===== src/rtl/cpu_pkg.sv =====
// Shared constants, loader state encoding and control-word strobe positions
// for the 8-bit CPU datapath blocks.
package cpu_pkg;

  localparam int DATA_W = 8;
  localparam int ADDR_W = 4;
  localparam int DEPTH  = 1 << ADDR_W;

  typedef enum logic [1:0] {
    LD_IDLE = 2'd0,
    LD_LOAD = 2'd1,
    LD_DONE = 2'd2
  } ld_state_t;

  // Strobe positions within the control word issued by the control block
  localparam int CW_MAR_LOAD = 0;
  localparam int CW_RAM_WE   = 1;
  localparam int CW_RAM_OE   = 2;
  localparam int CW_W        = 3;

endpackage


===== src/rtl/ram_mar_unit_if.sv =====
// Bus, CPU strobe and program-loader signals of the RAM/MAR responder.
// The master side (CPU/loader pins) drives strobes and data; the slave side answers.
interface ram_mar_unit_if;
  import cpu_pkg::*;

  logic [DATA_W-1:0] bus_in;
  logic [DATA_W-1:0] bus_out;
  logic              bus_oe;
  logic              load_mar;
  logic              ram_we;
  logic              ram_oe;
  logic              prog_en;
  logic [DATA_W-1:0] prog_data;
  logic              prog_valid;
  logic              prog_ready;
  logic              prog_done;
  logic [ADDR_W:0]   prog_ptr;
  logic              proto_err;

  modport master (
    output bus_in, load_mar, ram_we, ram_oe, prog_en, prog_data, prog_valid,
    input  bus_out, bus_oe, prog_ready, prog_done, prog_ptr, proto_err
  );

  modport slave (
    input  bus_in, load_mar, ram_we, ram_oe, prog_en, prog_data, prog_valid,
    output bus_out, bus_oe, prog_ready, prog_done, prog_ptr, proto_err
  );

endinterface


===== src/rtl/ram_mar_unit_prog_loader.sv =====
// Program loader: fills RAM bytes 0..DEPTH-1 from a valid/ready stream, one byte per
// accepted cycle; ready only while loading, stalls on valid=0, stops in DONE.
module prog_loader
  import cpu_pkg::*;
(
  input  logic              clk,
  input  logic              rst_n,
  input  logic              prog_en,
  input  logic              prog_valid,
  input  logic [DATA_W-1:0] prog_data,
  output logic              prog_ready,
  output logic              prog_done,
  output logic [ADDR_W:0]   prog_ptr,
  output logic              wr_en,
  output logic [ADDR_W-1:0] wr_addr,
  output logic [DATA_W-1:0] wr_data
);

  localparam logic [ADDR_W:0] PTR_LAST = (ADDR_W+1)'(DEPTH - 1);
  localparam logic [ADDR_W:0] PTR_ONE  = (ADDR_W+1)'(1);

  ld_state_t       state, state_nxt;
  logic [ADDR_W:0] ptr_nxt;

  always_ff @(posedge clk or negedge rst_n) begin
    if (!rst_n) begin
      state    <= LD_IDLE;
      prog_ptr <= '0;
    end else begin
      state    <= state_nxt;
      prog_ptr <= ptr_nxt;
    end
  end

  always_comb begin
    state_nxt  = state;
    ptr_nxt    = prog_ptr;
    prog_ready = 1'b0;
    prog_done  = 1'b0;
    wr_en      = 1'b0;
    case (state)
      LD_IDLE: begin
        if (prog_en) begin
          state_nxt = LD_LOAD;
          ptr_nxt   = '0;
        end
      end
      LD_LOAD: begin
        // Dropping prog_en aborts before any further byte is taken
        prog_ready = prog_en;
        if (!prog_en) begin
          state_nxt = LD_IDLE;
        end else if (prog_valid) begin
          wr_en   = 1'b1;
          ptr_nxt = prog_ptr + PTR_ONE;
          if (prog_ptr == PTR_LAST) state_nxt = LD_DONE;
        end
      end
      LD_DONE: begin
        prog_done = 1'b1;
        if (!prog_en) state_nxt = LD_IDLE;
      end
      default: state_nxt = LD_IDLE;
    endcase
  end

  assign wr_addr = prog_ptr[ADDR_W-1:0];
  assign wr_data = prog_data;

endmodule


===== src/rtl/ram_mar_unit.sv =====
// MAR + 16x8 RAM bus responder: zero-latency read onto the bus, writes and MAR
// loads at the clock edge; CPU strobes are masked while the program loader owns RAM.
module ram_mar_unit
  import cpu_pkg::*;
(
  input  logic           clk,
  input  logic           rst_n,
  ram_mar_unit_if.slave  bus
);

  logic [CW_W-1:0]   ctrl;
  logic [ADDR_W-1:0] mar;
  logic [DATA_W-1:0] mem [DEPTH];
  logic              proto_err_q;
  logic              ld_we;
  logic [ADDR_W-1:0] ld_addr;
  logic [DATA_W-1:0] ld_data;

  assign ctrl[CW_MAR_LOAD] = bus.load_mar & ~bus.prog_en;
  assign ctrl[CW_RAM_WE]   = bus.ram_we   & ~bus.prog_en;
  assign ctrl[CW_RAM_OE]   = bus.ram_oe   & ~bus.prog_en;

  prog_loader u_loader (
    .clk        (clk),
    .rst_n      (rst_n),
    .prog_en    (bus.prog_en),
    .prog_valid (bus.prog_valid),
    .prog_data  (bus.prog_data),
    .prog_ready (bus.prog_ready),
    .prog_done  (bus.prog_done),
    .prog_ptr   (bus.prog_ptr),
    .wr_en      (ld_we),
    .wr_addr    (ld_addr),
    .wr_data    (ld_data)
  );

  // Loader and CPU writes are mutually exclusive through prog_en; the write
  // address is the MAR value before any same-edge MAR load.
  always_ff @(posedge clk or negedge rst_n) begin
    if (!rst_n) begin
      mar         <= '0;
      proto_err_q <= 1'b0;
      for (int i = 0; i < DEPTH; i++) mem[i] <= '0;
    end else begin
      if (ld_we)
        mem[ld_addr] <= ld_data;
      else if (ctrl[CW_RAM_WE])
        mem[mar] <= bus.bus_in;
      if (ctrl[CW_MAR_LOAD])
        mar <= bus.bus_in[ADDR_W-1:0];
      if (ctrl[CW_RAM_WE] && ctrl[CW_RAM_OE])
        proto_err_q <= 1'b1;
    end
  end

  assign bus.bus_oe    = ctrl[CW_RAM_OE];
  assign bus.bus_out   = ctrl[CW_RAM_OE] ? mem[mar] : '0;
  assign bus.proto_err = proto_err_q;

endmodule


===== src/flat_wrapper.sv =====
// flat-port wrapper written by rule: the top's interface ports become plain ports
module ram_mar_unit_flat import cpu_pkg::*;
  (clk, rst_n, bus_bus_in, bus_load_mar, bus_ram_we, bus_ram_oe, bus_prog_en, bus_prog_data, bus_prog_valid, bus_bus_out, bus_bus_oe, bus_prog_ready, bus_prog_done, bus_prog_ptr, bus_proto_err);
  ram_mar_unit_if bus_i ();
  input  logic clk;
  input  logic rst_n;
  input wire logic [$bits(bus_i.bus_in)-1:0] bus_bus_in;
  input wire logic [$bits(bus_i.load_mar)-1:0] bus_load_mar;
  input wire logic [$bits(bus_i.ram_we)-1:0] bus_ram_we;
  input wire logic [$bits(bus_i.ram_oe)-1:0] bus_ram_oe;
  input wire logic [$bits(bus_i.prog_en)-1:0] bus_prog_en;
  input wire logic [$bits(bus_i.prog_data)-1:0] bus_prog_data;
  input wire logic [$bits(bus_i.prog_valid)-1:0] bus_prog_valid;
  output wire logic [$bits(bus_i.bus_out)-1:0] bus_bus_out;
  output wire logic [$bits(bus_i.bus_oe)-1:0] bus_bus_oe;
  output wire logic [$bits(bus_i.prog_ready)-1:0] bus_prog_ready;
  output wire logic [$bits(bus_i.prog_done)-1:0] bus_prog_done;
  output wire logic [$bits(bus_i.prog_ptr)-1:0] bus_prog_ptr;
  output wire logic [$bits(bus_i.proto_err)-1:0] bus_proto_err;
  assign bus_i.bus_in = bus_bus_in;
  assign bus_i.load_mar = bus_load_mar;
  assign bus_i.ram_we = bus_ram_we;
  assign bus_i.ram_oe = bus_ram_oe;
  assign bus_i.prog_en = bus_prog_en;
  assign bus_i.prog_data = bus_prog_data;
  assign bus_i.prog_valid = bus_prog_valid;
  assign bus_bus_out = bus_i.bus_out;
  assign bus_bus_oe = bus_i.bus_oe;
  assign bus_prog_ready = bus_i.prog_ready;
  assign bus_prog_done = bus_i.prog_done;
  assign bus_prog_ptr = bus_i.prog_ptr;
  assign bus_proto_err = bus_i.proto_err;
  ram_mar_unit u_core (.clk(clk), .rst_n(rst_n), .bus(bus_i));
endmodule

===== config.mk =====
export PLATFORM = sky130hd
export DESIGN_NAME = ram_mar_unit_flat
export DESIGN_NICKNAME = d
export VERILOG_FILES = /design/src/rtl/cpu_pkg.sv /design/src/rtl/ram_mar_unit_if.sv /design/src/rtl/ram_mar_unit_prog_loader.sv /design/src/rtl/ram_mar_unit.sv /design/src/flat_wrapper.sv
export SDC_FILE = /design/constraint.sdc
export NUM_CORES = 1
export LEC_CHECK = 0
export CORE_ASPECT_RATIO = 0.5
export CORE_MARGIN = 8
export CORE_UTILIZATION = 61
export CTS_BUF_LIST = sky130_fd_sc_hd__clkbuf_16
export CTS_CLUSTER_DIAMETER = 150
export DETAILED_ROUTE_END_ITERATION = 8
export PLACE_DENSITY = 0.81
export SLEW_MARGIN = 20
export SYNTH_ARGS = -nofsm -noshare
export SYNTH_HDL_FRONTEND = slang
export SYNTH_SLANG_ARGS = --single-unit

===== constraint.sdc =====
create_clock -name clk -period 2.5 [get_ports clk]
set_clock_uncertainty 0.05 [all_clocks]
set_input_delay 0.375 -clock clk [delete_from_list [all_inputs] [get_ports clk]]
set_output_delay 0.375 -clock clk [all_outputs]
set_load 0.005 [all_outputs]

Yosys cells after proc, flatten, opt, wreduce, memory -nomap -nowiden
Index checks and enable logic that the tools add are counted.
W data, S select, Z words.
Cells by class
  reductions and logical operators: 8
  bitwise operators: 6
  $add $sub $neg: 1
  equal/unequal tests: 9
  magnitude comparators: 4
  mux-type cells: 27
Operators with widths (number)
  $bwmux W128: 2
  $mux W128: 2
  $demux W8 S4: 2
  $mux W8: 5
  $bmux W8 S4: 1
  $mux W5: 3
  $ge A5 B5 Y1 const B: 2
  $lt A5 B1 Y1 const B: 2
  $mux W2: 5
  $not A4 Y5: 2
  $pmux W5 S2: 1
  $ne A2 B2 Y1 const B: 4
  $reduce_and A4 Y1: 2
  $ne A3 B3 Y1 const B: 2
  $pmux W2 S3: 1
  $add A5 B1 Y5 const B: 1
  $eq A5 B4 Y1 const B: 1
  $mux W1: 5
  $reduce_bool A2 Y1: 2
  $and A1 B1 Y1: 3
  $logic_and A1 B1 Y1: 3
  $eq A2 B1 Y1 const B: 1
  $eq A2 B2 Y1 const B: 1
  $logic_not A2 Y1: 1
  $not A1 Y1: 1
Storage, ports and cells
  register bits after elaboration: 140
  input port bits: 23
  word-level logic and storage cells: 75

Depth between registers and ports, before layout
  depth in word-level cells: 8
  gate-level depth with buffers: 7

Cells and area by module
From an unflattened synthesis, not the netlist that was laid out.
Unflattened totals
  cell total of the unflattened synthesis: 709
  area total of the unflattened synthesis: 8668.3 um^2
Modules (own cells, without submodules)
  ram_mar_unit: instances 1, seq. area each 3328.2 um^2, area each 8162.8 um^2, cells an instance 654
  prog_loader: instances 1, seq. area each 175.2 um^2, area each 505.5 um^2, cells an instance 55

Least setup slack after synthesis
OpenSTA, ideal clock, no wires.
  path type: register -> output
  from: register u_core.mar[0]
  to: output port bus_bus_out[6]
  slack: 633 ps
  required time: 2075 ps
  data arrival time: 1442 ps
  cell stages (with the launch flop): 7
  cell sequence: dfrtp_1 > buf_2 > buf_2 > buf_2 > mux2i_1 > nand2_1 > a31o_2
Between the ends
  word-level cells in the longest chain between the ends: 5
RTL lines
  start, declared: RTL line ram_mar_unit.sv:12  | logic [ADDR_W-1:0] mar;
  start signal, assigned: RTL line ram_mar_unit.sv:50  | mar <= bus.bus_in[ADDR_W-1:0];
  $not A4 Y5 (implied by the code): RTL line ram_mar_unit.sv:57  | assign bus.bus_out = ctrl[CW_RAM_OE] ? mem[mar] : '0;
  $bmux W8 S4: RTL line ram_mar_unit.sv:57
  $mux W8 (implied by the code) (2 in a row): RTL line ram_mar_unit.sv:57
  $mux W8: RTL line ram_mar_unit.sv:57
  end, declared: RTL line flat_wrapper.sv:14  | output wire logic [$bits(bus_i.bus_out)-1:0] bus_bus_out;
No other way between the ends. The select of a mux whose other input is x is not followed.

Final worst setup path
  from: register u_core.mar[0]
  to: output port bus_bus_out[4]
The elaborated chain is that of the path after synthesis.

==> results.txt <==
R2R cell count = 6
# rows = 29
cells taking the most area after synthesis = dfrtp_1 44%, o221ai_1 9.4%, nand2_1 5.3%
Hold Path Depth = 1
Post-layout nets = 959
GRT Total Usage = 35.8%
Worst VDD drop = 0.621 mV
Fin. Hold Viols = 0
Yosys top cell area share = 44.3%
Post-Route WL = 29.9 mm
placed instance area = 9030 um2
die width = 177 um
Reg2Reg Launch Point = u_core.mar[1]
EDFF count, synth = 0
Area Overhead vs Synth = 27.1%
initial antenna violation count = 0
# setup viols final = 6
Reg2Reg Capture Point = u_core.mem[8]
worst skew pair latency = 0.42 ns
wire per inst = 26.9 um
TritonCTS clock tree = done
RSZ-0062 raised after global routing = true
initial drt markers = 1,181
# diodes = 0
routed vias/inst = 7.10
Rel. slew slack = 57.4%
drt drc = 0
Least-Margin Pin Slew = 0.639 ns
asr flop ratio synth = 100%
dominant cell type by area after synthesis = dfrtp_1
CTS Sinks = 140
CTS root buf = clkbuf_16
PnR worst setup slack = -0.102 ns
critical hold path startpoint = u_core.bus.proto_err
FF+latch count, synth = 140
Synth warnings = 0
Initial Utilization = 62.4%
Most used DFF post-synth = dfrtp_1
Netlist cell types = 51
Cells after DPL = 1,072
Max Slew Vio Count = 0
PD cells = 947 nW/um2
antenna-violating nets left = 0
post-route cell area = 10,000 um2
Worst EP required = 2.08 ns
total core area = 12,700 um2
Die H = 96.5 um
DP HPWL = 20.6 mm
global route total overflow = 0
Syn Inst Count = 823
Fillers = 795
max_cap viols = 0
Tmin final = 2.60 ns
CTS Buffer Depth = 2
TNS Setup = -0.443 ns
LEAKAGE = 0.00442 uW
final period utilization = 104%
CP arrival = 2.18 ns
crit end category = output pin
largest fanout on the critical path = 6
status = finished, violations left
register area share after synthesis = 44.3%
PortBufs = 39
most frequent cells in the layout = 139 x dfrtp_1, 112 x nand2_1, 89 x buf_4
end of the worst hold path = u_core.bus.proto_err
Max Clk Rate = 384 MHz
failing checks = negative setup slack
Post-Syn Area per Cell = 9.60 um2
most common cell after layout, fill and taps aside = dfrtp_1
CTS buffer count = 17
CP Launch Type = flop
first-pass GRT wire length = 46.1 mm
Routability Congestion = 1.01
htree depth = 4
share of cells above drive strength 1 = 26.3%
synthesized cell area = 7900 um2
Ports = 40
Non-Filler Instances = 1,114
die area = 17,100 um2
Hold Crit Class = flop to flop
clock-pin slew on the worst setup and hold paths = 0.07 ns
Worst Setup SP = u_core.mar[0]
drt first pass iters = 6
net count after synthesis = 851
via count = 7,908
total power = 9510 uW
largest net degree at the start of global routing = 56
reg-to-reg setup timing slack = 0.28 ns
Layout Utilization = 79.3%
vias in the first global route = 7,739
CP Class = flop to output pin
-- Yosys cell counts, drive strengths merged (2+ instances only) --
master and instances:
a21o 3, a21oi 19, a221o 29, a22oi 7
and2 9, and3 8, buf 38, clkbuf 21
dfrtp 140, ha 5, inv 83, mux2 22
mux2i 18, mux4 7, nand2 112, nand2b 11
nand3 43, nor2 33, nor2b 14, nor3 21
o21a 4, o21ai 21, o21bai 15, o221ai 85
o22ai 34, o31ai 7, or2 2
-- registers in the layout, indices dropped and copies added (netlist names) --
signal,flops
u_core.mar,4
u_core.u_loader.state,2
u_core.u_loader.prog_ptr,5
u_core.bus.proto_err,1
u_core.mem,128
-- power by group --
part / internal [uW] / total, uW / switching, uW
registers: 3150 / 3700 / 554
clock network: 1590 / 2710 / 1120
logic: 1530 / 3100 / 1560
-- kinds of logic (layout without fill, tap and decap cells) --
logic type	count (synthesis)	after routing	synth area share (%)
AO/OA/AOI/OAI	229	229	23.9
adder cells (fa/ha/maj)	5	5	0.792
buffers and inverters	142	263	7.89
flip-flops	140	140	44.3
multiplexers	47	47	7.70
AND/OR/NAND/NOR	260	260	15.4
-- timing repair --
item                                    4_1_cts  5_1_grt
buffers inserted                              7        2
gates cloned                                  3        0
hold buffers                                  1        0
pin swaps                                    12        7
gates resized for setup                      94       16
endpoints found under the setup margin        8        8
hold endpoints to repair                     51        0
-- through the flow --
stage,worst slack (ns),hold WS [ns]
2_1_floorplan,0.633,0.0294
6_report,-0.102,0.414
3_3_place_gp,-0.159,0.330
4_1_cts,-0.0634,0.416
3_5_place_dp,-0.154,0.335
5_1_grt,-0.135,0.441
-- layout make-up --
class	count	area [um2]	area share, %
inverter	83	312	3.10
tap	170	213	2.12
clock buffer	17	425	4.24
multi-input combinational	541	4030	40.1
timing repair buffer	148	1370	13.7
sequential	140	3510	34.9
clock inverter	15	189	1.88
-- per-layer routing --
layer  routed length [um]  vias up  GRT usage (%)
li1                     -     3251              -
met1                11900     3833           48.8
met2                12400      688           51.9
met3                 4380      136           12.1
met4                 1230        0           14.9
met5                    0        -              0
-- how the worst max path moves through the flow --
stage                      to  slack [ns]
5_1_grt        bus_bus_out[4]       -0.13
2_1_floorplan  bus_bus_out[6]        0.63
3_3_place_gp   bus_bus_out[0]       -0.16
4_1_cts        bus_bus_out[1]       -0.06
3_5_place_dp   bus_bus_out[7]       -0.15
6_report       bus_bus_out[4]       -0.10
-- worst max-delay path: stages, from the launching register on --
cell and delay [ns]:
dfrtp_4 0.57, buf_12 0.18, buf_12 0.14, mux2i_1 0.14
a22oi_2 0.24, buf_4 0.17, nand3_2 0.06, o31ai_1 0.07
buf_2 0.16
(Power assumes the default switching activity.)
